`src/rtl/cpu_pkg.sv`:
```
// Shared CPU front-end types: data width, canonical NOP, fetch FSM states
// and the payload stored in the prefetch queue.
package cpu_pkg;

  localparam int unsigned XLEN = 32;
  localparam logic [XLEN-1:0] INSTR_NOP = 32'h0000_0013;

  typedef enum logic [1:0] {
    BOOT = 2'd0,
    RUN  = 2'd1,
    HALT = 2'd2
  } fetch_state_t;

  typedef struct packed {
    logic [XLEN-1:0] word;
    logic [XLEN-1:0] pc;
  } fetch_entry_t;

endpackage

```
`src/rtl/instr_fetch_unit_if.sv`:
```
// Fetch-to-decode instruction handshake; the fetch unit is the master.
interface instr_fetch_unit_if;
  import cpu_pkg::*;

  logic            instr_valid;
  logic            instr_ready;
  logic [XLEN-1:0] instr;
  logic [XLEN-1:0] instr_pc;

  modport master (output instr_valid, output instr, output instr_pc, input instr_ready);
  modport slave  (input instr_valid, input instr, input instr_pc, output instr_ready);

endinterface

```
`src/rtl/sync_fifo.sv`:
```
// Single-clock FIFO with synchronous flush; flush takes priority over push/pop.
module sync_fifo #(
  parameter int unsigned WIDTH = 32,
  parameter int unsigned DEPTH = 4
) (
  input  logic                         clk,
  input  logic                         rst_n,
  input  logic                         push,
  input  logic                         pop,
  input  logic                         flush,
  input  logic [WIDTH-1:0]             wdata,
  output logic [WIDTH-1:0]             rdata,
  output logic                         empty,
  output logic                         full,
  output logic [$clog2(DEPTH+1)-1:0]   count
);

  localparam int unsigned AW = $clog2(DEPTH);
  localparam int unsigned CW = $clog2(DEPTH+1);

  logic [WIDTH-1:0] mem_q [DEPTH];
  logic [AW-1:0]    wptr_q;
  logic [AW-1:0]    rptr_q;
  logic [CW-1:0]    count_q;
  logic             do_push;
  logic             do_pop;

  assign empty   = (count_q == '0);
  assign full    = (count_q == CW'(DEPTH));
  assign do_pop  = pop && !empty;
  assign do_push = push && (!full || do_pop);
  assign rdata   = mem_q[rptr_q];
  assign count   = count_q;

  // Pointers wrap naturally because DEPTH is a power of two.
  always_ff @(posedge clk or negedge rst_n) begin
    if (!rst_n) begin
      wptr_q  <= '0;
      rptr_q  <= '0;
      count_q <= '0;
      for (int unsigned i = 0; i < DEPTH; i++) begin
        mem_q[AW'(i)] <= '0;
      end
    end else if (flush) begin
      wptr_q  <= '0;
      rptr_q  <= '0;
      count_q <= '0;
    end else begin
      if (do_push) begin
        mem_q[wptr_q] <= wdata;
        wptr_q        <= wptr_q + AW'(1);
      end
      if (do_pop) begin
        rptr_q <= rptr_q + AW'(1);
      end
      count_q <= count_q + CW'(do_push) - CW'(do_pop);
    end
  end

endmodule

```
`src/rtl/instr_fetch_unit.sv`:
```
// Instruction fetch: credit-limited word requests to imem, in-order prefetch
// queue toward decode, redirect flush with discard of in-flight responses.
module instr_fetch_unit
  import cpu_pkg::*;
#(
  parameter logic [XLEN-1:0] RESET_PC = 32'h0000_0000,
  parameter int unsigned     DEPTH    = 4
) (
  input  logic                clk,
  input  logic                rst_n,
  output logic                imem_req_valid,
  input  logic                imem_req_ready,
  output logic [XLEN-1:0]     imem_addr,
  input  logic                imem_rsp_valid,
  input  logic [XLEN-1:0]     imem_rsp_data,
  instr_fetch_unit_if.master  dec_if,
  input  logic                redirect,
  input  logic [XLEN-1:0]     redirect_pc,
  input  logic                halt
);

  localparam int unsigned CW = $clog2(DEPTH+1);
  localparam int unsigned SW = CW + 1;
  localparam int unsigned EW = $bits(fetch_entry_t);

  fetch_state_t    state_q;
  logic [XLEN-1:0] fetch_pc_q, fetch_pc_d;
  logic [CW-1:0]   outstanding_q, outstanding_d;
  logic [CW-1:0]   discard_q, discard_d;

  logic [CW-1:0]   q_count;
  logic            q_empty, q_full, q_push, q_pop;
  fetch_entry_t    q_wdata, q_rdata;

  logic [XLEN-1:0] tag_pc;
  logic [CW-1:0]   tag_count;
  logic            tag_empty, tag_full;

  logic [SW-1:0]   credit_used;
  logic            req_fire;
  logic            rsp_drop;

  // Queued plus in-flight never exceeds DEPTH, so every response has a slot.
  assign credit_used    = SW'(q_count) + SW'(outstanding_q);
  assign imem_req_valid = (state_q == RUN) && (credit_used < SW'(DEPTH));
  assign imem_addr      = fetch_pc_q;
  assign req_fire       = imem_req_valid && imem_req_ready;

  assign rsp_drop = imem_rsp_valid && (discard_q != '0);
  assign q_push   = imem_rsp_valid && !rsp_drop;
  assign q_pop    = !q_empty && dec_if.instr_ready;
  assign q_wdata  = '{word: imem_rsp_data, pc: tag_pc};

  assign dec_if.instr_valid = !q_empty;
  assign dec_if.instr       = q_rdata.word;
  assign dec_if.instr_pc    = q_rdata.pc;

  always_comb begin
    outstanding_d = outstanding_q + CW'(req_fire) - CW'(imem_rsp_valid);
    discard_d     = discard_q - CW'(rsp_drop);
    fetch_pc_d    = fetch_pc_q;
    if (req_fire) begin
      fetch_pc_d = fetch_pc_q + XLEN'(4);
    end
    // Everything still in flight after this edge belongs to the old stream.
    if (redirect) begin
      discard_d  = outstanding_d;
      fetch_pc_d = {redirect_pc[XLEN-1:2], 2'b00};
    end
  end

  always_ff @(posedge clk or negedge rst_n) begin
    if (!rst_n) begin
      state_q       <= BOOT;
      fetch_pc_q    <= RESET_PC;
      outstanding_q <= '0;
      discard_q     <= '0;
    end else begin
      fetch_pc_q    <= fetch_pc_d;
      outstanding_q <= outstanding_d;
      discard_q     <= discard_d;
      case (state_q)
        BOOT:    state_q <= RUN;
        RUN:     if (halt)  state_q <= HALT;
        HALT:    if (!halt) state_q <= RUN;
        default: state_q <= BOOT;
      endcase
    end
  end

  sync_fifo #(.WIDTH(EW), .DEPTH(DEPTH)) u_prefetch_q (
    .clk   (clk),
    .rst_n (rst_n),
    .push  (q_push),
    .pop   (q_pop),
    .flush (redirect),
    .wdata (q_wdata),
    .rdata (q_rdata),
    .empty (q_empty),
    .full  (q_full),
    .count (q_count)
  );

  // Tags are never flushed: stale tags drain alongside their responses.
  sync_fifo #(.WIDTH(XLEN), .DEPTH(DEPTH)) u_tag_fifo (
    .clk   (clk),
    .rst_n (rst_n),
    .push  (req_fire),
    .pop   (imem_rsp_valid),
    .flush (1'b0),
    .wdata (fetch_pc_q),
    .rdata (tag_pc),
    .empty (tag_empty),
    .full  (tag_full),
    .count (tag_count)
  );

  a_outstanding_bound: assert property (@(posedge clk) disable iff (!rst_n)
    outstanding_q <= CW'(DEPTH));
  a_discard_bound: assert property (@(posedge clk) disable iff (!rst_n)
    discard_q <= outstanding_q);
  a_no_orphan_rsp: assert property (@(posedge clk) disable iff (!rst_n)
    imem_rsp_valid |-> (outstanding_q != '0) && !tag_empty);
  a_tag_tracks: assert property (@(posedge clk) disable iff (!rst_n)
    tag_count == outstanding_q);
  a_tag_no_overflow: assert property (@(posedge clk) disable iff (!rst_n)
    req_fire |-> !tag_full);
  a_q_no_overflow: assert property (@(posedge clk) disable iff (!rst_n)
    q_push |-> (!q_full || q_pop || redirect));

endmodule

```
`src/flat_wrapper.sv`:
```
// flat-port wrapper written by rule: the top's interface ports become plain ports
module instr_fetch_unit_flat import cpu_pkg::*;
#(
  parameter logic [XLEN-1:0] RESET_PC = 32'h0000_0000,
  parameter int unsigned     DEPTH    = 4
)
  (clk, rst_n, imem_req_valid, imem_req_ready, imem_addr, imem_rsp_valid, imem_rsp_data, redirect, redirect_pc, halt, dec_if_instr_valid, dec_if_instr, dec_if_instr_pc, dec_if_instr_ready);
  instr_fetch_unit_if dec_if_i ();
  input  logic clk;
  input  logic rst_n;
  output logic imem_req_valid;
  input  logic imem_req_ready;
  output logic [XLEN-1:0] imem_addr;
  input  logic imem_rsp_valid;
  input  logic [XLEN-1:0] imem_rsp_data;
  input  logic redirect;
  input  logic [XLEN-1:0] redirect_pc;
  input  logic halt;
  output wire logic [$bits(dec_if_i.instr_valid)-1:0] dec_if_instr_valid;
  output wire logic [$bits(dec_if_i.instr)-1:0] dec_if_instr;
  output wire logic [$bits(dec_if_i.instr_pc)-1:0] dec_if_instr_pc;
  input wire logic [$bits(dec_if_i.instr_ready)-1:0] dec_if_instr_ready;
  assign dec_if_instr_valid = dec_if_i.instr_valid;
  assign dec_if_instr = dec_if_i.instr;
  assign dec_if_instr_pc = dec_if_i.instr_pc;
  assign dec_if_i.instr_ready = dec_if_instr_ready;
  instr_fetch_unit #(.RESET_PC(RESET_PC), .DEPTH(DEPTH)) u_core (.clk(clk), .rst_n(rst_n), .imem_req_valid(imem_req_valid), .imem_req_ready(imem_req_ready), .imem_addr(imem_addr), .imem_rsp_valid(imem_rsp_valid), .imem_rsp_data(imem_rsp_data), .dec_if(dec_if_i), .redirect(redirect), .redirect_pc(redirect_pc), .halt(halt));
endmodule
```
`config.mk`:
```
export PLATFORM = sky130hd
export DESIGN_NAME = instr_fetch_unit_flat
export DESIGN_NICKNAME = d
export VERILOG_FILES = /design/src/rtl/cpu_pkg.sv /design/src/rtl/instr_fetch_unit_if.sv /design/src/rtl/sync_fifo.sv /design/src/rtl/instr_fetch_unit.sv /design/src/flat_wrapper.sv
export SDC_FILE = /design/constraint.sdc
export NUM_CORES = 1
export LEC_CHECK = 0
export CORE_ASPECT_RATIO = 1.75
export CORE_MARGIN = 2
export CORE_UTILIZATION = 40
export CTS_CLUSTER_DIAMETER = 50
export DETAILED_ROUTE_END_ITERATION = 10
export HOLD_SLACK_MARGIN = 0.1
export PLACE_DENSITY_LB_ADDON = 0.15
export SLEW_MARGIN = 15
export SYNTH_ARGS = -nofsm -noshare
export SYNTH_HDL_FRONTEND = slang
export SYNTH_SLANG_ARGS = --single-unit
```
`constraint.sdc`:
```
create_clock -name clk -period 4.1 [get_ports clk]
set_input_delay 0.41 -clock clk [delete_from_list [all_inputs] [get_ports clk]]
set_output_delay 0.41 -clock clk [all_outputs]
set_load 0.005 [all_outputs]
```
==> results.sh, run 1 <==
export IMPL_status="complete, no violations"
export IMPL_crit_chain="buf_4 -> mux4_2 -> clkdlybuf4s50_1"
export IMPL_synth_seq_cells=420
export IMPL_holdPathEnd="u_core.imem_addr[30]"
export IMPL_fillers=4131
export IMPL_die_h_um=294.8
export IMPL_placed_cells=1917
export IMPL_ir_drop_uv=357.2
export IMPL_critPathKind="register to primary output"
export IMPL_placeableCoreArea_sq_um=47750
export IMPL_hold_viol=0
export IMPL_r2r_start="u_core.u_prefetch_q.count[2]"
export IMPL_io_pin_count=169
export IMPL_async_flop_share_pct=100.0
export IMPL_yosysTopAreaCell="dfrtp_1"
export IMPL_dr_wl_met2_mm=22.84
export IMPL_initial_utilization_pct=40.48
export IMPL_antenna_found_initial=1
export IMPL_vias=10632
export IMPL_endpoint_kind="primary output"
export IMPL_syn_avg_cell_area_sq_um=15.91
export IMPL_worstSetupStartpointType="register"
export IMPL_port_buffers=162
export IMPL_routedWlPerCell_um=21.91
export IMPL_synth_flop_cell="dfrtp_1"
export IMPL_power_leakage_nw=10.87
export IMPL_postPlaceCellArea_sq_um=21570
export IMPL_p_seq_share_pct=40.7
export IMPL_min_period_ps=3113
export IMPL_crit_buf_inv=2
export IMPL_ant_nets=0
export IMPL_finalNonFillerCells=1994
export IMPL_cts_root_buf="clkbuf_16"
export IMPL_final_cell_mix="dfrtp_1 (417), mux2_2 (251), clkdlybuf4s50_1 (160), mux2_4 (120), mux4_2 (92)"
export IMPL_max_clock_path_buffers=3
export IMPL_p_int_w=0.01077
export IMPL_grt_total_usage_pct=17.92
export IMPL_setup_viol=0
export IMPL_wl_mm=43.68
export IMPL_slowest_stage="dfrtp_4"
export IMPL_grt_pass1_vias=11854
export IMPL_nNetsFinal=1462
export IMPL_die_area_sq_um=50160
export IMPL_synth_warnings=0
export IMPL_top_layer="met5"
export IMPL_fmax_ghz=0.3212
export IMPL_area_growth_pct=19.09
export IMPL_first_pass_iters=7
export IMPL_grt_overflow_total=0
export IMPL_synth_area_leaders="dfrtp_1 (54%), mux2_2 (15%), mux4_2 (11%)"
export IMPL_core_rowCount=106
export IMPL_place_gp_congestion=0.7468
export IMPL_fin_util_pct=48.20
export IMPL_p_comb_share_pct=32.7
export IMPL_layout_commonest_cell="dfrtp_1"
export IMPL_setup_tns_final_ps=0
export IMPL_place_hpwl_mm=27.69
export IMPL_swShare_pct=28.48
export IMPL_synthCells=1215
export IMPL_min_from="redirect_pc[30]"
export IMPL_met1_length_mm=18.39
export IMPL_cts_tree="done"
export IMPL_diodes=0
export IMPL_clkTransAtPathRegs_ps=60
export IMPL_path_max_fanout=23
export IMPL_period_share_pct=75.94
export IMPL_critPathTopFamily="buffers and inverters"
export IMPL_tightest_slew_ps=904.3
export IMPL_grt_pass1_wl_mm=69.44
export IMPL_cp_arrival_ps=2700
export IMPL_drive_gt1_share_pct=40.79
export IMPL_drc=0
export IMPL_r2r_end="u_core.u_tag_fifo.count[2]"
export IMPL_yosysUniqueCellTypes=43
export IMPL_post_drt_via_cell_ratio=5.332
export IMPL_r2r_slack_ps=1040
export IMPL_synth_top_area_share_pct=54.38
export IMPL_drv_cap=0
export IMPL_die_w_um=170.2
export IMPL_rsz0062_at_grt="false"
export IMPL_numClockSinks=420
export IMPL_holdCritPathClass="input port to register"
export IMPL_fin_skew_ps=15.56
export IMPL_initialDrtViolationCount=406
export IMPL_ff2ff_path_depth=13
export IMPL_min_path_cells=3
export IMPL_max_slew_margin_rel_pct=39.71
export IMPL_slew_violations=0
export IMPL_powerDensity_nw_per_um2=654.1
export IMPL_clockPowerShare_pct=26.6
export IMPL_worstPathRequired_ps=3690
export IMPL_fin_area_sq_um=23020
export IMPL_htree_levels=2
export IMPL_dr_wl_met3_mm=1.574
export IMPL_clk_latency_ps=550
export IMPL_grt_max_degree=112
export IMPL_synth_cell_area_sq_um=19330
export IMPL_cp_slowest_stage_delay_ps=770
export IMPL_switching_power_w=0.004288
export IMPL_synth_seq_area_share_pct=54.38
export IMPL_cts_buffers=43
export IMPL_synth_edf_count=0
==> power by group through the flow <==
stage	sequential [W]	clock, W	combinational [W]
after global routing	0.00628	0.00431	0.00535
after floorplan	0.00577	0	0.00346
after detailed placement	0.00621	0	0.00502
after CTS	0.00614	0.00415	0.00504
final	0.00612	0.00401	0.00492
after global placement	0.00614	0	0.00495
==> area by class of cell <==
class,instances,area [sq um],share of cell area (%)
flip-flops and latches,420,10520,45.70
multi-input cells,696,8308,36.10
clock buffers,56,1176,5.110
repair buffers,190,1947,8.459
well taps,594,743.2,3.229
inverters,18,67.56,0.2936
clock inverters,20,255.2,1.109
==> synth_stat cells (3+ instances only) <==
| master | number |
|---|---|
| ha_1 | 19 |
| fa_1 | 3 |
| or3_1 | 3 |
| nor4_1 | 3 |
| nand2_4 | 4 |
| xnor2_1 | 19 |
| a31oi_1 | 3 |
| nand4_1 | 13 |
| and3_1 | 5 |
| and2_1 | 6 |
| xor2_1 | 20 |
| buf_6 | 13 |
| and4_1 | 7 |
| buf_1 | 3 |
| buf_2 | 36 |
| mux2_4 | 120 |
| inv_1 | 18 |
| nand3_1 | 10 |
| buf_4 | 6 |
| o21ai_0 | 28 |
| dfrtp_1 | 420 |
| mux2_2 | 251 |
| clkbuf_1 | 25 |
| mux4_2 | 92 |
| nand2_1 | 44 |
| nor2_1 | 17 |
| nor3_1 | 7 |
==> metrics by stage <==
| step | setup WS (ps) | hold slack (ps) | total power [W] |
|---|---|---|---|
| after floorplan | 1210 | 114.4 | 0.009229 |
| after global placement | 1032 | 481.6 | 0.01109 |
| after detailed placement | 1044 | 487.0 | 0.01123 |
| after CTS | 847.1 | 381.9 | 0.01533 |
| after global routing | 807.0 | 404.9 | 0.01594 |
| final | 986.5 | 415.8 | 0.01505 |
==> worst min-delay path: stages <==
cell and delay [ps]:
clkdlybuf4s50_1 390, nand2_1 60, o21ai_0 60
==> per-layer routing <==
metal,vias up,track usage [%]
li1,4741,-
met1,5638,22.10
met4,2,4.711
met2,202,32.55
met5,-,0
met3,49,2.672
==> state kept, by name, summed over array words and instances (netlist names) <==
name                        count
u_core.u_prefetch_q.wptr_q      2
u_core.u_prefetch_q.rptr_q      2
u_core.u_prefetch_q.count       3
u_core.state_q                  2
u_core.u_tag_fifo.rptr_q        2
u_core.u_prefetch_q.mem_q     248
u_core.u_tag_fifo.count         3
u_core.u_tag_fifo.mem_q       120
u_core.outstanding_q            3
u_core.u_tag_fifo.wptr_q        2
u_core.imem_addr               30
u_core.discard_q                3
==> how the worst max path moves through the flow <==
stage	startpoint	to	slack, ps	depth (start not counted)
floorplan	u_core.u_prefetch_q.count[2]	u_core.u_tag_fifo.count[2]	1210	14
finish	u_core.u_prefetch_q.rptr_q[0]	dec_if_instr_pc[3]	990	3
global route	u_core.u_prefetch_q.rptr_q[0]	dec_if_instr_pc[3]	810	3
CTS	u_core.u_prefetch_q.rptr_q[0]	dec_if_instr_pc[23]	850	3
detailed placement	dec_if_instr_ready	u_core.u_prefetch_q.mem_q[54]	1040	8
global placement	dec_if_instr_ready	u_core.u_prefetch_q.mem_q[6]	1030	8
==> timing repair <==
| action | 4_1_cts | 5_1_grt |
|---|---|---|
| endpoints found under the hold margin | 105 | 0 |
| setup buffers | 0 | 0 |
| hold buffers | 1 | 0 |
| resized for setup | 0 | 0 |
==> cells by family (layout without fill, tap and decap cells) <==
kind of cell / after synthesis / in the layout / share of synthesized area (%)
AOI/OAI and AO/OA: 39 / 39 / 1.139
buffers and inverters: 102 / 284 / 2.842
and+or+nand+nor: 127 / 127 / 3.535
muxes: 465 / 465 / 34.77
adders and majority gates: 22 / 22 / 1.541
xor gates and xnor gates: 39 / 39 / 1.767
other: 1 / 4 / 0.01940
DFF: 420 / 420 / 54.38
Note: power is estimated with default switching activity, not from simulation.
==> run 2, diff against run 1 <==
clock period = 2.8 ns   (was 4.1 ns; I/O delays follow)
==> run 2 against run 1 <==
Net effect:
- worst setup slack lost 890 ps
- final cell count grew 1.5%
- sequential cell count is the same
- critical endpoint is now imem_req_valid
- design area grew 1.9%
- sequential share of layout area shrank 0.87 points
- critical path type unchanged
- utilization grew 0.93 points
- wire length grew 0.27%
- combinational power grew 55%
- clock power grew 44%
- worst hold slack lost 120 ps
- critical path depth grew 2
- die area is the same
==> results.sh, run 2 (synthesized netlist as in run 1, its figures left out) <==
export IMPL_grt_total_usage_pct=18.01
export IMPL_path_max_fanout=7
export IMPL_fillers=4115
export IMPL_min_period_ps=2707
export IMPL_max_clock_path_buffers=3
export IMPL_layout_commonest_cell="dfrtp_1"
export IMPL_die_w_um=170.2
export IMPL_diodes=0
export IMPL_endpoint_kind="primary output"
export IMPL_post_drt_via_cell_ratio=5.323
export IMPL_postPlaceCellArea_sq_um=22000
export IMPL_area_growth_pct=21.40
export IMPL_worstPathRequired_ps=2520
export IMPL_die_area_sq_um=50160
export IMPL_drc=0
export IMPL_initialDrtViolationCount=436
export IMPL_fin_area_sq_um=23460
export IMPL_core_rowCount=106
export IMPL_grt_max_degree=82
export IMPL_place_gp_congestion=0.7720
export IMPL_antenna_found_initial=0
export IMPL_r2r_start="u_core.u_prefetch_q.count[2]"
export IMPL_clkTransAtPathRegs_ps=60
export IMPL_final_cell_mix="dfrtp_1 (416), mux2_2 (251), clkdlybuf4s50_1 (160), mux2_4 (120), mux4_2 (92)"
export IMPL_holdCritPathClass="input port to register"
export IMPL_ant_nets=0
export IMPL_fin_skew_ps=20.24
export IMPL_routedWlPerCell_um=21.64
export IMPL_nNetsFinal=1493
export IMPL_io_pin_count=169
export IMPL_vias=10774
export IMPL_htree_levels=2
export IMPL_first_pass_iters=4
export IMPL_max_slew_margin_rel_pct=52.81
export IMPL_drv_cap=0
export IMPL_cts_buffers=44
export IMPL_status="complete, no violations"
export IMPL_min_from="redirect_pc[21]"
export IMPL_total_power_w=0.02217
export IMPL_slowest_stage="clkdlybuf4s50_1"
export IMPL_crit_chain="ha_1 -> nor3b_4 -> buf_4 -> and3_4 -> clkdlybuf4s50_1"
export IMPL_grt_overflow_total=0
export IMPL_powerDensity_nw_per_um2=945.2
export IMPL_cts_root_buf="clkbuf_16"
export IMPL_worstSetupStartpointType="register"
export IMPL_hold_viol=0
export IMPL_rsz0062_at_grt="false"
export IMPL_setup_viol=0
export IMPL_wl_mm=43.80
export IMPL_initial_utilization_pct=40.48
export IMPL_place_hpwl_mm=28.78
export IMPL_drive_gt1_share_pct=42.59
export IMPL_placeableCoreArea_sq_um=47750
export IMPL_grt_pass1_vias=12000
export IMPL_period_share_pct=96.68
export IMPL_largest_register_ffs=248
export IMPL_critPathKind="register to primary output"
export IMPL_top_register="u_core.u_prefetch_q.mem_q"
export IMPL_fin_util_pct=49.14
export IMPL_grt_use_met2_pct=32.16
export IMPL_met3_usage_pct=2.444
export IMPL_grt_busiest_layer="met2"
export IMPL_die_h_um=294.8
export IMPL_startpoint="u_core.u_prefetch_q.count[2]"
export IMPL_ir_drop_uv=475.5
export IMPL_numClockSinks=420
export IMPL_grt_use_met1_pct=22.45
export IMPL_power_leakage_nw=11.10
export IMPL_clk_latency_ps=550
export IMPL_slew_violations=0
export IMPL_setup_tns_final_ps=0
export IMPL_cts_tree="done"
export IMPL_cp_slowest_stage_delay_ps=510
export IMPL_port_buffers=162
export IMPL_cp_arrival_ps=2430
export IMPL_fmax_ghz=0.3694
export IMPL_grt_pass1_wl_mm=69.95
export IMPL_tightest_slew_ps=707.9
## run 2: cell types whose count changed in the layout (fill, tap and decap cells not counted), moves of 2 or more
cell	change
dfrtp_2	+2
inv_1	-3
inv_2	+3
clkinv_2	-5
clkbuf_8	+11
ha_1	-2
buf_4	+15
bufinv_16	-4
ha_4	+2
buf_12	+15
## run 2: cell type report
class	count	area (sq um)	share of cell area (%)
flip-flops and latches	420	10520	44.83
multi-input cells	696	8348	35.58
repair buffers	220	2360	10.06
clock buffers	69	1356	5.781
well taps	594	743.2	3.168
clock inverters	7	68.82	0.2933
inverters	18	67.56	0.2880
## run 2: final timing paths
kind,slack (ps),cells past startpoint,end
setup / recovery,90,5,imem_req_valid
hold / removal,290,3,u_core.imem_addr[21]
setup reg to reg,140,12,u_core.u_tag_fifo.count[2]
hold reg to reg,480,1,u_core.u_tag_fifo.rptr_q[1]
max in group asynchronous,1500,3,u_core.u_tag_fifo.mem_q[78]
min in group asynchronous,330,2,u_core.u_prefetch_q.mem_q[40]
## run 2: metrics by stage
step                std cells  hold WS (ps)  setup slack [ps]
finish                   2024         292.8             92.91
global placement         1946         337.4             107.0
detailed placement       1946         355.6             70.98
global route             2024         289.5             14.84
CTS                      2024         271.0             42.75
floorplan                1218        -15.59             3.795
## run 2: layer usage
metal | routed length [um] | part of all wire [%]
met3 | 1433 | 3.3
met2 | 22720 | 52
met1 | 18400 | 42
met4 | 1242 | 2.8
met5 | 0 | 0
## run 2: worst max-delay path: cells and delay by family (launching register included)
kind,cells,cell delay [ps]
adders and majority gates,1,320
DFF,1,450
buffers and inverters,2,690
and+or+nand+nor,2,420
## run 2: what timing repair did
item / in CTS / in global routing
cloned: 0 / 0
hold endpoints to repair: 69 / 0
setup buffers: 1 / 0
gates resized for setup: 1 / 1
endpoints found under the setup margin: 33 / 1
hold buffers: 1 / 0
## run 2: where the power goes
part           total, W  switching (W)  internal (W)
Sequential      0.00876        0.00101       0.00775
Combinational   0.00765        0.00289       0.00476
Clock           0.00577        0.00237       0.00340
